<file path="src/rtl/hazard_fwd_unit_if.sv">
`default_nettype none
// +--------------------------------------------------------------------------+
// | hazard_fwd_unit_if : ID-stage hazard/forwarding signal bundle              |
// | Rev 1.0                                                                    |
// +--------------------------------------------------------------------------+
interface hazard_fwd_unit_if;
  logic       id_valid;
  logic [4:0] id_rs;
  logic [4:0] id_rt;
  logic       id_use_rs;
  logic       id_use_rt;
  logic       id_wr_en;
  logic [4:0] id_wr_addr;
  logic       id_is_load;
  logic       id_is_muldiv;
  logic       id_reads_hilo;
  logic       flush;
  logic       mem_wait;
  logic [1:0] fwd_rs;
  logic [1:0] fwd_rt;
  logic       stall_if;
  logic       stall_id;
  logic       bubble_ex;
  logic       md_busy;

  modport master (
    output id_valid, id_rs, id_rt, id_use_rs, id_use_rt, id_wr_en, id_wr_addr,
           id_is_load, id_is_muldiv, id_reads_hilo, flush, mem_wait,
    input  fwd_rs, fwd_rt, stall_if, stall_id, bubble_ex, md_busy
  );

  modport slave (
    input  id_valid, id_rs, id_rt, id_use_rs, id_use_rt, id_wr_en, id_wr_addr,
           id_is_load, id_is_muldiv, id_reads_hilo, flush, mem_wait,
    output fwd_rs, fwd_rt, stall_if, stall_id, bubble_ex, md_busy
  );
endinterface
`default_nettype wire

</file>
<file path="src/rtl/hazard_fwd_unit.sv">
`default_nettype none
// +--------------------------------------------------------------------------+
// | hazard_fwd_unit : ID-stage scoreboard, forward selects, load-use/md stalls |
// | Rev 1.0                                                                    |
// +--------------------------------------------------------------------------+
module hazard_fwd_unit #(
  parameter int MD_LAT = 32
) (
  input wire clk,
  input wire rst,
  hazard_fwd_unit_if.slave hz
);

  localparam logic [5:0] C_MD_LOAD = 6'(MD_LAT);

  typedef struct packed {
    logic       valid;
    logic       wr_en;
    logic [4:0] addr;
    logic       is_load;
  } slot_t;

  slot_t      ex_q, ex_d, mem_q, mem_d, wb_q, wb_d;
  logic [1:0] fwd_rs_q, fwd_rs_d, fwd_rt_q, fwd_rt_d;
  logic [5:0] md_cnt_q, md_cnt_d;

  logic ex_hit_rs, ex_hit_rt, mem_hit_rs, mem_hit_rt;
  logic load_use, md_stall, hazard, id_adv;
  logic stall_c, bubble_c;
  logic unused_wb;

  function automatic logic slot_hit(slot_t s, logic [4:0] src, logic use_src);
    return s.valid && s.wr_en && (s.addr == src) && (src != 5'd0) && use_src;
  endfunction

  // WB producers reach EX through register-file write-through, so they select 2'b00.
  function automatic logic [1:0] fwd_sel(logic ex_hit, logic mem_hit);
    if (ex_hit)       return 2'b10;
    else if (mem_hit) return 2'b01;
    else              return 2'b00;
  endfunction

  always_comb begin
    ex_hit_rs  = slot_hit(ex_q,  hz.id_rs, hz.id_use_rs);
    ex_hit_rt  = slot_hit(ex_q,  hz.id_rt, hz.id_use_rt);
    mem_hit_rs = slot_hit(mem_q, hz.id_rs, hz.id_use_rs);
    mem_hit_rt = slot_hit(mem_q, hz.id_rt, hz.id_use_rt);

    load_use = hz.id_valid && ex_q.is_load && (ex_hit_rs || ex_hit_rt);
    // Release HI/LO consumers once one cycle remains: they reach EX as the counter hits 0.
    md_stall = hz.id_valid && (md_cnt_q > 6'd1) && (hz.id_reads_hilo || hz.id_is_muldiv);
    hazard   = load_use || md_stall;
    id_adv   = hz.id_valid && !hz.flush && !hazard;

    if (hz.mem_wait) begin
      stall_c  = 1'b1;
      bubble_c = 1'b0;
    end else if (hz.flush) begin
      stall_c  = 1'b0;
      bubble_c = 1'b1;
    end else begin
      stall_c  = hazard;
      bubble_c = hazard;
    end

    ex_d     = ex_q;
    mem_d    = mem_q;
    wb_d     = wb_q;
    fwd_rs_d = fwd_rs_q;
    fwd_rt_d = fwd_rt_q;
    md_cnt_d = md_cnt_q;

    if (!hz.mem_wait) begin
      wb_d  = mem_q;
      mem_d = ex_q;
      if (id_adv) begin
        ex_d     = '{valid: 1'b1, wr_en: hz.id_wr_en, addr: hz.id_wr_addr,
                     is_load: hz.id_is_load};
        fwd_rs_d = fwd_sel(ex_hit_rs, mem_hit_rs);
        fwd_rt_d = fwd_sel(ex_hit_rt, mem_hit_rt);
      end else begin
        ex_d     = '0;
        fwd_rs_d = 2'b00;
        fwd_rt_d = 2'b00;
      end

      if (id_adv && hz.id_is_muldiv)
        md_cnt_d = C_MD_LOAD;
      else if (md_cnt_q != 6'd0)
        md_cnt_d = md_cnt_q - 6'd1;
    end
  end

  always_ff @(posedge clk) begin
    if (rst) begin
      ex_q     <= '0;
      mem_q    <= '0;
      wb_q     <= '0;
      fwd_rs_q <= 2'b00;
      fwd_rt_q <= 2'b00;
      md_cnt_q <= 6'd0;
    end else begin
      ex_q     <= ex_d;
      mem_q    <= mem_d;
      wb_q     <= wb_d;
      fwd_rs_q <= fwd_rs_d;
      fwd_rt_q <= fwd_rt_d;
      md_cnt_q <= md_cnt_d;
    end
  end

  assign unused_wb    = ^wb_q;

  assign hz.fwd_rs    = fwd_rs_q;
  assign hz.fwd_rt    = fwd_rt_q;
  assign hz.stall_if  = stall_c;
  assign hz.stall_id  = stall_c;
  assign hz.bubble_ex = bubble_c;
  assign hz.md_busy   = (md_cnt_q != 6'd0);

endmodule
`default_nettype wire

</file>
<file path="src/flat_wrapper.sv">
// flat-port wrapper written by rule: the top's interface ports become plain ports
module hazard_fwd_unit_flat 
#(
  parameter int MD_LAT = 32
)
  (clk, rst, hz_id_valid, hz_id_rs, hz_id_rt, hz_id_use_rs, hz_id_use_rt, hz_id_wr_en, hz_id_wr_addr, hz_id_is_load, hz_id_is_muldiv, hz_id_reads_hilo, hz_flush, hz_mem_wait, hz_fwd_rs, hz_fwd_rt, hz_stall_if, hz_stall_id, hz_bubble_ex, hz_md_busy);
  hazard_fwd_unit_if hz_i ();
  input wire clk;
  input wire rst;
  input wire logic [$bits(hz_i.id_valid)-1:0] hz_id_valid;
  input wire logic [$bits(hz_i.id_rs)-1:0] hz_id_rs;
  input wire logic [$bits(hz_i.id_rt)-1:0] hz_id_rt;
  input wire logic [$bits(hz_i.id_use_rs)-1:0] hz_id_use_rs;
  input wire logic [$bits(hz_i.id_use_rt)-1:0] hz_id_use_rt;
  input wire logic [$bits(hz_i.id_wr_en)-1:0] hz_id_wr_en;
  input wire logic [$bits(hz_i.id_wr_addr)-1:0] hz_id_wr_addr;
  input wire logic [$bits(hz_i.id_is_load)-1:0] hz_id_is_load;
  input wire logic [$bits(hz_i.id_is_muldiv)-1:0] hz_id_is_muldiv;
  input wire logic [$bits(hz_i.id_reads_hilo)-1:0] hz_id_reads_hilo;
  input wire logic [$bits(hz_i.flush)-1:0] hz_flush;
  input wire logic [$bits(hz_i.mem_wait)-1:0] hz_mem_wait;
  output wire logic [$bits(hz_i.fwd_rs)-1:0] hz_fwd_rs;
  output wire logic [$bits(hz_i.fwd_rt)-1:0] hz_fwd_rt;
  output wire logic [$bits(hz_i.stall_if)-1:0] hz_stall_if;
  output wire logic [$bits(hz_i.stall_id)-1:0] hz_stall_id;
  output wire logic [$bits(hz_i.bubble_ex)-1:0] hz_bubble_ex;
  output wire logic [$bits(hz_i.md_busy)-1:0] hz_md_busy;
  assign hz_i.id_valid = hz_id_valid;
  assign hz_i.id_rs = hz_id_rs;
  assign hz_i.id_rt = hz_id_rt;
  assign hz_i.id_use_rs = hz_id_use_rs;
  assign hz_i.id_use_rt = hz_id_use_rt;
  assign hz_i.id_wr_en = hz_id_wr_en;
  assign hz_i.id_wr_addr = hz_id_wr_addr;
  assign hz_i.id_is_load = hz_id_is_load;
  assign hz_i.id_is_muldiv = hz_id_is_muldiv;
  assign hz_i.id_reads_hilo = hz_id_reads_hilo;
  assign hz_i.flush = hz_flush;
  assign hz_i.mem_wait = hz_mem_wait;
  assign hz_fwd_rs = hz_i.fwd_rs;
  assign hz_fwd_rt = hz_i.fwd_rt;
  assign hz_stall_if = hz_i.stall_if;
  assign hz_stall_id = hz_i.stall_id;
  assign hz_bubble_ex = hz_i.bubble_ex;
  assign hz_md_busy = hz_i.md_busy;
  hazard_fwd_unit #(.MD_LAT(MD_LAT)) u_core (.clk(clk), .rst(rst), .hz(hz_i));
endmodule
</file>
<file path="config.mk">
export PLATFORM = sky130hd
export DESIGN_NAME = hazard_fwd_unit_flat
export DESIGN_NICKNAME = d
export VERILOG_FILES = /design/src/rtl/hazard_fwd_unit_if.sv /design/src/rtl/hazard_fwd_unit.sv /design/src/flat_wrapper.sv
export SDC_FILE = /design/constraint.sdc
export NUM_CORES = 1
export LEC_CHECK = 0
export ABC_AREA = 1
export BUFFER_PORTS_ARGS = -buffer_cell sky130_fd_sc_hd__buf_2
export CORE_MARGIN = 3
export CORE_UTILIZATION = 30
export DETAILED_ROUTE_END_ITERATION = 12
export PLACE_DENSITY = 0.56
export REMOVE_ABC_BUFFERS = 1
export SLEW_MARGIN = 20
export SYNTH_ARGS = -nofsm -noshare
export SYNTH_HDL_FRONTEND = slang
export SYNTH_SLANG_ARGS = --single-unit
</file>
<file path="constraint.sdc">
create_clock -name clk -period 1.6 [get_ports clk]
set_input_delay 0.24 -clock clk [delete_from_list [all_inputs] [get_ports clk]]
set_output_delay 0.24 -clock clk [all_outputs]
set_load 0.005 [all_outputs]
</file>
Yosys cells after proc, flatten, opt, wreduce, memory -nomap -nowiden:

Cells that the tools add are included.

* register bits: 25
* bits of input ports: 26
* output and inout port bits: 8
* logic and storage cells: 61

* $add $sub $neg: 1
* magnitude comparators: 1
* equality and inequality tests: 4
* muxes and demuxes: 13
* bitwise logic cells: 1
* reduce and logical (&&, ||, !) cells: 31

Operator list (number)
* $logic_and 1x1->1: 21
* $eq 5x5->1: 4
* $mux 6: 2
* $reduce_bool 5->1: 2
* $mux 2: 4
* $mux 8: 1
* $gt 6x1->1 const B: 1
* $mux 1: 6
* $reduce_bool 6->1: 1
* $sub 6x1->6 const B: 1
* $logic_or 1x1->1: 3
* $logic_not 1->1: 2
* $reduce_and 2->1: 1
* $reduce_bool 2->1: 1
* $not 1->1: 1

Depth between registers and ports, before layout:

* depth after elaboration: 12
* mapped depth: 14
* depth with buffers taken out: 14

Least setup slack after synthesis:

OpenSTA, ideal clock, no wires.

* path kind: register -> output
* start point: register u_core.md_cnt_q[0]
* end point: output port hz_stall_if
* arrival: 1.288 ns
* data required time: 1.360 ns
* path slack: 0.072 ns
* cell stages (with the launch flop): 9
* buffers on the path: 1
* cells stage by stage: dfxtp_1 -> inv_1 -> ha_1 -> nand2_1 -> nand3_2 -> nand2_1 -> nand2_1 -> nand2_1 -> buf_4

* longest elaborated chain between the ends: 6

Ends and longest elaborated chain
* start: declaration: RTL line hazard_fwd_unit.sv:25 `logic [5:0] md_cnt_q, md_cnt_d;`
* start signal: assignment: RTL line hazard_fwd_unit.sv:108 `md_cnt_q <= md_cnt_d;`
* $gt 6x1->1: RTL line hazard_fwd_unit.sv:51 `md_stall = hz.id_valid && (md_cnt_q > 6'd1) && (hz.id_reads_hilo || hz.id_is_muldiv);`
* $logic_and 1x1->1 (2 in series): RTL line hazard_fwd_unit.sv:51
* $logic_or 1x1->1: RTL line hazard_fwd_unit.sv:52 `hazard = load_use || md_stall;`
* $mux 1: RTL line hazard_fwd_unit.sv:58 `end else if (hz.flush) begin`
* $mux 1: RTL line hazard_fwd_unit.sv:55 `if (hz.mem_wait) begin`
* end: declaration: RTL line flat_wrapper.sv:24 `output wire logic [$bits(hz_i.stall_if)-1:0] hz_stall_if;`

No other way between the ends.

Worst setup path after layout:

* start point: register u_core.ex_q[4] in the netlist's numbering
* end point: output port hz_stall_if

* longest elaborated chain between the ends: 9
* elaborated cells on any way between the ends: 13
* those cells by class: eq/ne: 2; mux: 2; reduce/logical: 9

Ends and longest elaborated chain
* start: declaration: RTL line hazard_fwd_unit.sv:23 `slot_t ex_q, ex_d, mem_q, mem_d, wb_q, wb_d;`
* start signal: assignment: RTL line hazard_fwd_unit.sv:96 `ex_q <= '0;`
* start signal: assignment: RTL line hazard_fwd_unit.sv:103 `ex_q <= ex_d;`
* $eq 5x5->1: RTL line hazard_fwd_unit.sv:33 `return s.valid && s.wr_en && (s.addr == src) && (src != 5'd0) && use_src;`
* $logic_and 1x1->1 (3 in series): RTL line hazard_fwd_unit.sv:33
* $logic_or 1x1->1 (*): RTL line hazard_fwd_unit.sv:49 `load_use = hz.id_valid && ex_q.is_load && (ex_hit_rs || ex_hit_rt);`
* $logic_and 1x1->1 (*): RTL line hazard_fwd_unit.sv:49
* $logic_or 1x1->1 (*): RTL line hazard_fwd_unit.sv:52
* $mux 1 (*): RTL line hazard_fwd_unit.sv:58
* $mux 1 (*): RTL line hazard_fwd_unit.sv:55

Mark *: on every way between the ends. The rest lies on a longest branch, timed or not.

==> impl_metrics.csv <==
group,metric,value,unit
status,status,"complete, but fails checks",
status,failed_checks,"setup timing",
synthesis,ys_ff_latch,25,
synthesis,synthXorXnorAreaFrac,7.680,%
sta,setup_slack,-0.1202,ns
worst_setup_path,arrival,1.48,ns
detailed_routing,vias_per_cell,4.421,
sta,tightest_slew,0.3598,ns
clock_tree,hold_buffers,0,
sta,rsz0062_at_grt,"true",
placed_design,dpl.hpwl,2.922,mm
die,dieWidth,78.95,um
die,die_area,0.006233,mm^2
synthesis,synth_edf_count,0,
worst_setup_path,required,1.36,ns
global_routing,grt_pass1_wl,6.437,mm
sta,finalSetupViolCount,19,
global_routing,antenna_found_initial,0,
synthesis,seq_area_frac_synth,31.35,%
placed_design,pre_cts_ws,0.01043,ns
sta,slew_violations,0,
layout,nets,311,
synthesis,postSynth.asyncResetShare,0,%
layout,diodes,0,
worst_setup_path,crit_type,"flop to output pin",
flow_run,cap_viol_max_count,0,
worst_setup_path,cp_cell_sequence,"inv_2 -> nand2_1 -> nand2_1 -> inv_2 -> nand2_2 -> nor2_2 -> nand2_2 -> nand2_2 -> nand2_4 -> nand2_4 -> nand2_2 -> nand2_2 -> buf_2",
global_routing,grtUsageTotal,12.73,%
detailed_routing,firstDrtPassIters,4,
synthesis,synthesis.instances,231,
clock_tree,cts-root-buf,"clkbuf_8",
placed_design,routabilityCongestion,0.8466,
placed_design,portBuffers,33,
synthesis,yosys_warnings,0,
sta,final.period_utilization,107.5,%
detailed_routing,vias,1543,
clock_tree,cts_buffer_depth,2,
worst_setup_path,critPathMostFrequentCell,"nand2_2",
power_and_ir_drop,vdd_ir_drop_max,0.6339,mV
synthesis,syn_area,0.001597,mm^2
worst_hold_path,hp-class,"input pin to flop",
clock_tree,htreeDepth,1,
layout,drive_gt1_share,39.36,%
worst_setup_path,cp_slowest_stage_delay,0.38,ns
worst_setup_path,critPathTopFamily,"simple AND/OR/NAND/NOR gates",
sta,finalHoldViolCount,0,
clock_tree,cts_inserted_buffers,3,
power_and_ir_drop,power_density,936.0,mW/mm^2
layout,finish.utilization,42.43,%
sta,fin_crit,1.720,ns
global_routing,grt_overflow,0,
synthesis,synth_area_per_cell,6.911,um^2
power_and_ir_drop,leakagePower,1.004,nW
layout,final_cells,349,
worst_setup_path,cp-end-kind,"output pin",
synthesis,synth_top_family_by_area,"simple AND/OR/NAND/NOR gates",
placed_design,dp_cells,336,
worst_setup_path,critPathSlowestCell,"dfxtp_4",
clock_tree,cts_tree,"built",
worst_setup_path,startpoint_type,"flop",
detailed_routing,ant_nets,0,
synthesis,synthDistinctLibCells,32,
global_routing,grt_pass1_vias,1503,
synthesis,yosys.area_share.simple,34.56,%
global_routing,grt_max_degree,22,
power_and_ir_drop,p_total,1.963,mW
synthesis,synth-compound-area-share,13.64,%
clock_tree,clk_pin_slew,0.09,ns
detailed_routing,drc,0,
die,io_pins,34,
sta,hold_ws,0.1985,ns
worst_setup_path,cp_max_fo,4,
die,coreArea,0.004942,mm^2
layout,area_growth_syn_to_layout,31.35,%
sta,final.setup.tns,-1.245,ns
die,fp-row-count,25,
sta,finClkSkew,0.002465,ns
detailed_routing,wl_per_cell,11.00,um
synthesis,synth_flop_cell,"dfxtp_1",
die,initial_core_util,32.30,%
detailed_routing,wl,3.840,mm
clock_tree,clkSinkCount,25,
layout,final_cell_area,0.002097,mm^2
sta,max_freq,581.3,MHz
worst_setup_path,path_buf_inv,3,
synthesis,synth_fa_ha_area_share,1.567,%
placed_design,placed_cell_area,0.001883,mm^2
synthesis,synth_mux_area_share,0,%
clock_tree,clk_latency,0.27,ns
die,die_h,78.95,um
sta,max_slew_margin,75.99,%
detailed_routing,drt_iter0_markers,52,
## cells in the final DEF (no fill, tap or decap)
cell       n
clkbuf_8   3
buf_2     33
nand3_1    5
nor3_1     4
ha_2       1
dfxtp_1   17
dfxtp_4    3
a21oi_1   11
a22oi_2    7
nand4_1    3
xnor2_2    1
o21ai_0    9
nand2_1   44
o21ai_2    1
nand3_2    4
nor3_2     1
inv_6      1
buf_4     18
nand3b_1   1
xor2_1     9
o211ai_1   1
inv_2      6
clkinv_2   1
buf_6      3
nor4_1     1
or2_1      1
a21boi_1   1
dfxtp_2    5
nand2_4    3
nor2_1    33
nand4_4    2
inv_1     26
a21oi_2    2
ha_1       1
nor2_2     9
nand2_2    7
xnor2_1    4
## Yosys cell counts, drive strengths merged, types with 2 or more instances
cell     n  area share [%]
buf      4             2.0
dfxtp   25              31
nor2    42              10
o21ai   10             3.1
inv     32             7.7
nor3     5             1.9
clkbuf   3             1.3
a22oi    7             5.5
a21oi   13             4.1
nand3    9             3.1
ha       2             1.6
xnor2    5             2.7
xor2     9             4.9
nand2   54              14
nand4    5             3.8
## metal layers
metal	track usage, %	vias up	share of wire (%)
li1	-	833	-
met1	15.88	680	46
met2	22.92	26	49
met3	1.587	4	3.9
met4	3.608	0	1.0
met5	0	-	0
## state kept, by name (all words and copies together) (netlist names)
name / flops
u_core.ex_q: 8
u_core.mem_q: 7
u_core.hz.fwd_rs: 2
u_core.hz.fwd_rt: 2
u_core.md_cnt_q: 6
## cells by family after synthesis
kind of cell	count (synthesis)
buf+inv	40
simple gates	118
compound gates	32
flops	25
xor+xnor	14
fa+ha+maj	2
## where the power goes
group,switching (mW),internal [mW],total (mW)
logic,0.472,0.356,0.828
registers,0.0619,0.689,0.750
clock network,0.210,0.174,0.384
total,0.744,1.22,1.96
## worst reg2reg max path: cells and delay by family, from the launching register on
kind | cells | cell delay, ns
buf+inv | 4 | 0.34
compound gates | 1 | 0.14
flops | 1 | 0.38
simple gates | 10 | 0.76
## final timing paths
| check | start | to | slack, ns | cells after the start |
|---|---|---|---|---|
| max reg2reg | u_core.ex_q[4]$_SDFFE_PP0N_ | u_core.md_cnt_q[2]$_SDFFE_PP0P_ | -0.09 | 15 |
| min | hz_id_is_load | u_core.ex_q[0]$_SDFFE_PP0N_ | 0.20 | 3 |
| min reg2reg | u_core.ex_q[7]$_SDFFE_PP0N_ | u_core.ex_q[7]$_SDFFE_PP0N_ | 0.48 | 2 |
| max | u_core.ex_q[4]$_SDFFE_PP0N_ | hz_stall_if | -0.12 | 13 |
## final cells by class
type	count	area (um^2)
clock buffers	3	41.29
well taps	67	83.83
fillers	548	2845
flip-flops and latches	25	518.0
repair buffers	54	334.1
multi-input cells	166	985.9
inverters	33	128.9
clock inverters	1	5.005
## repair_timing
action,4_1_cts,5_1_grt
pin swaps,13,13
endpoints found under the setup margin,3,21
resized for setup,18,24
setup buffers,7,3
Power figures use the tool's default switching activity.
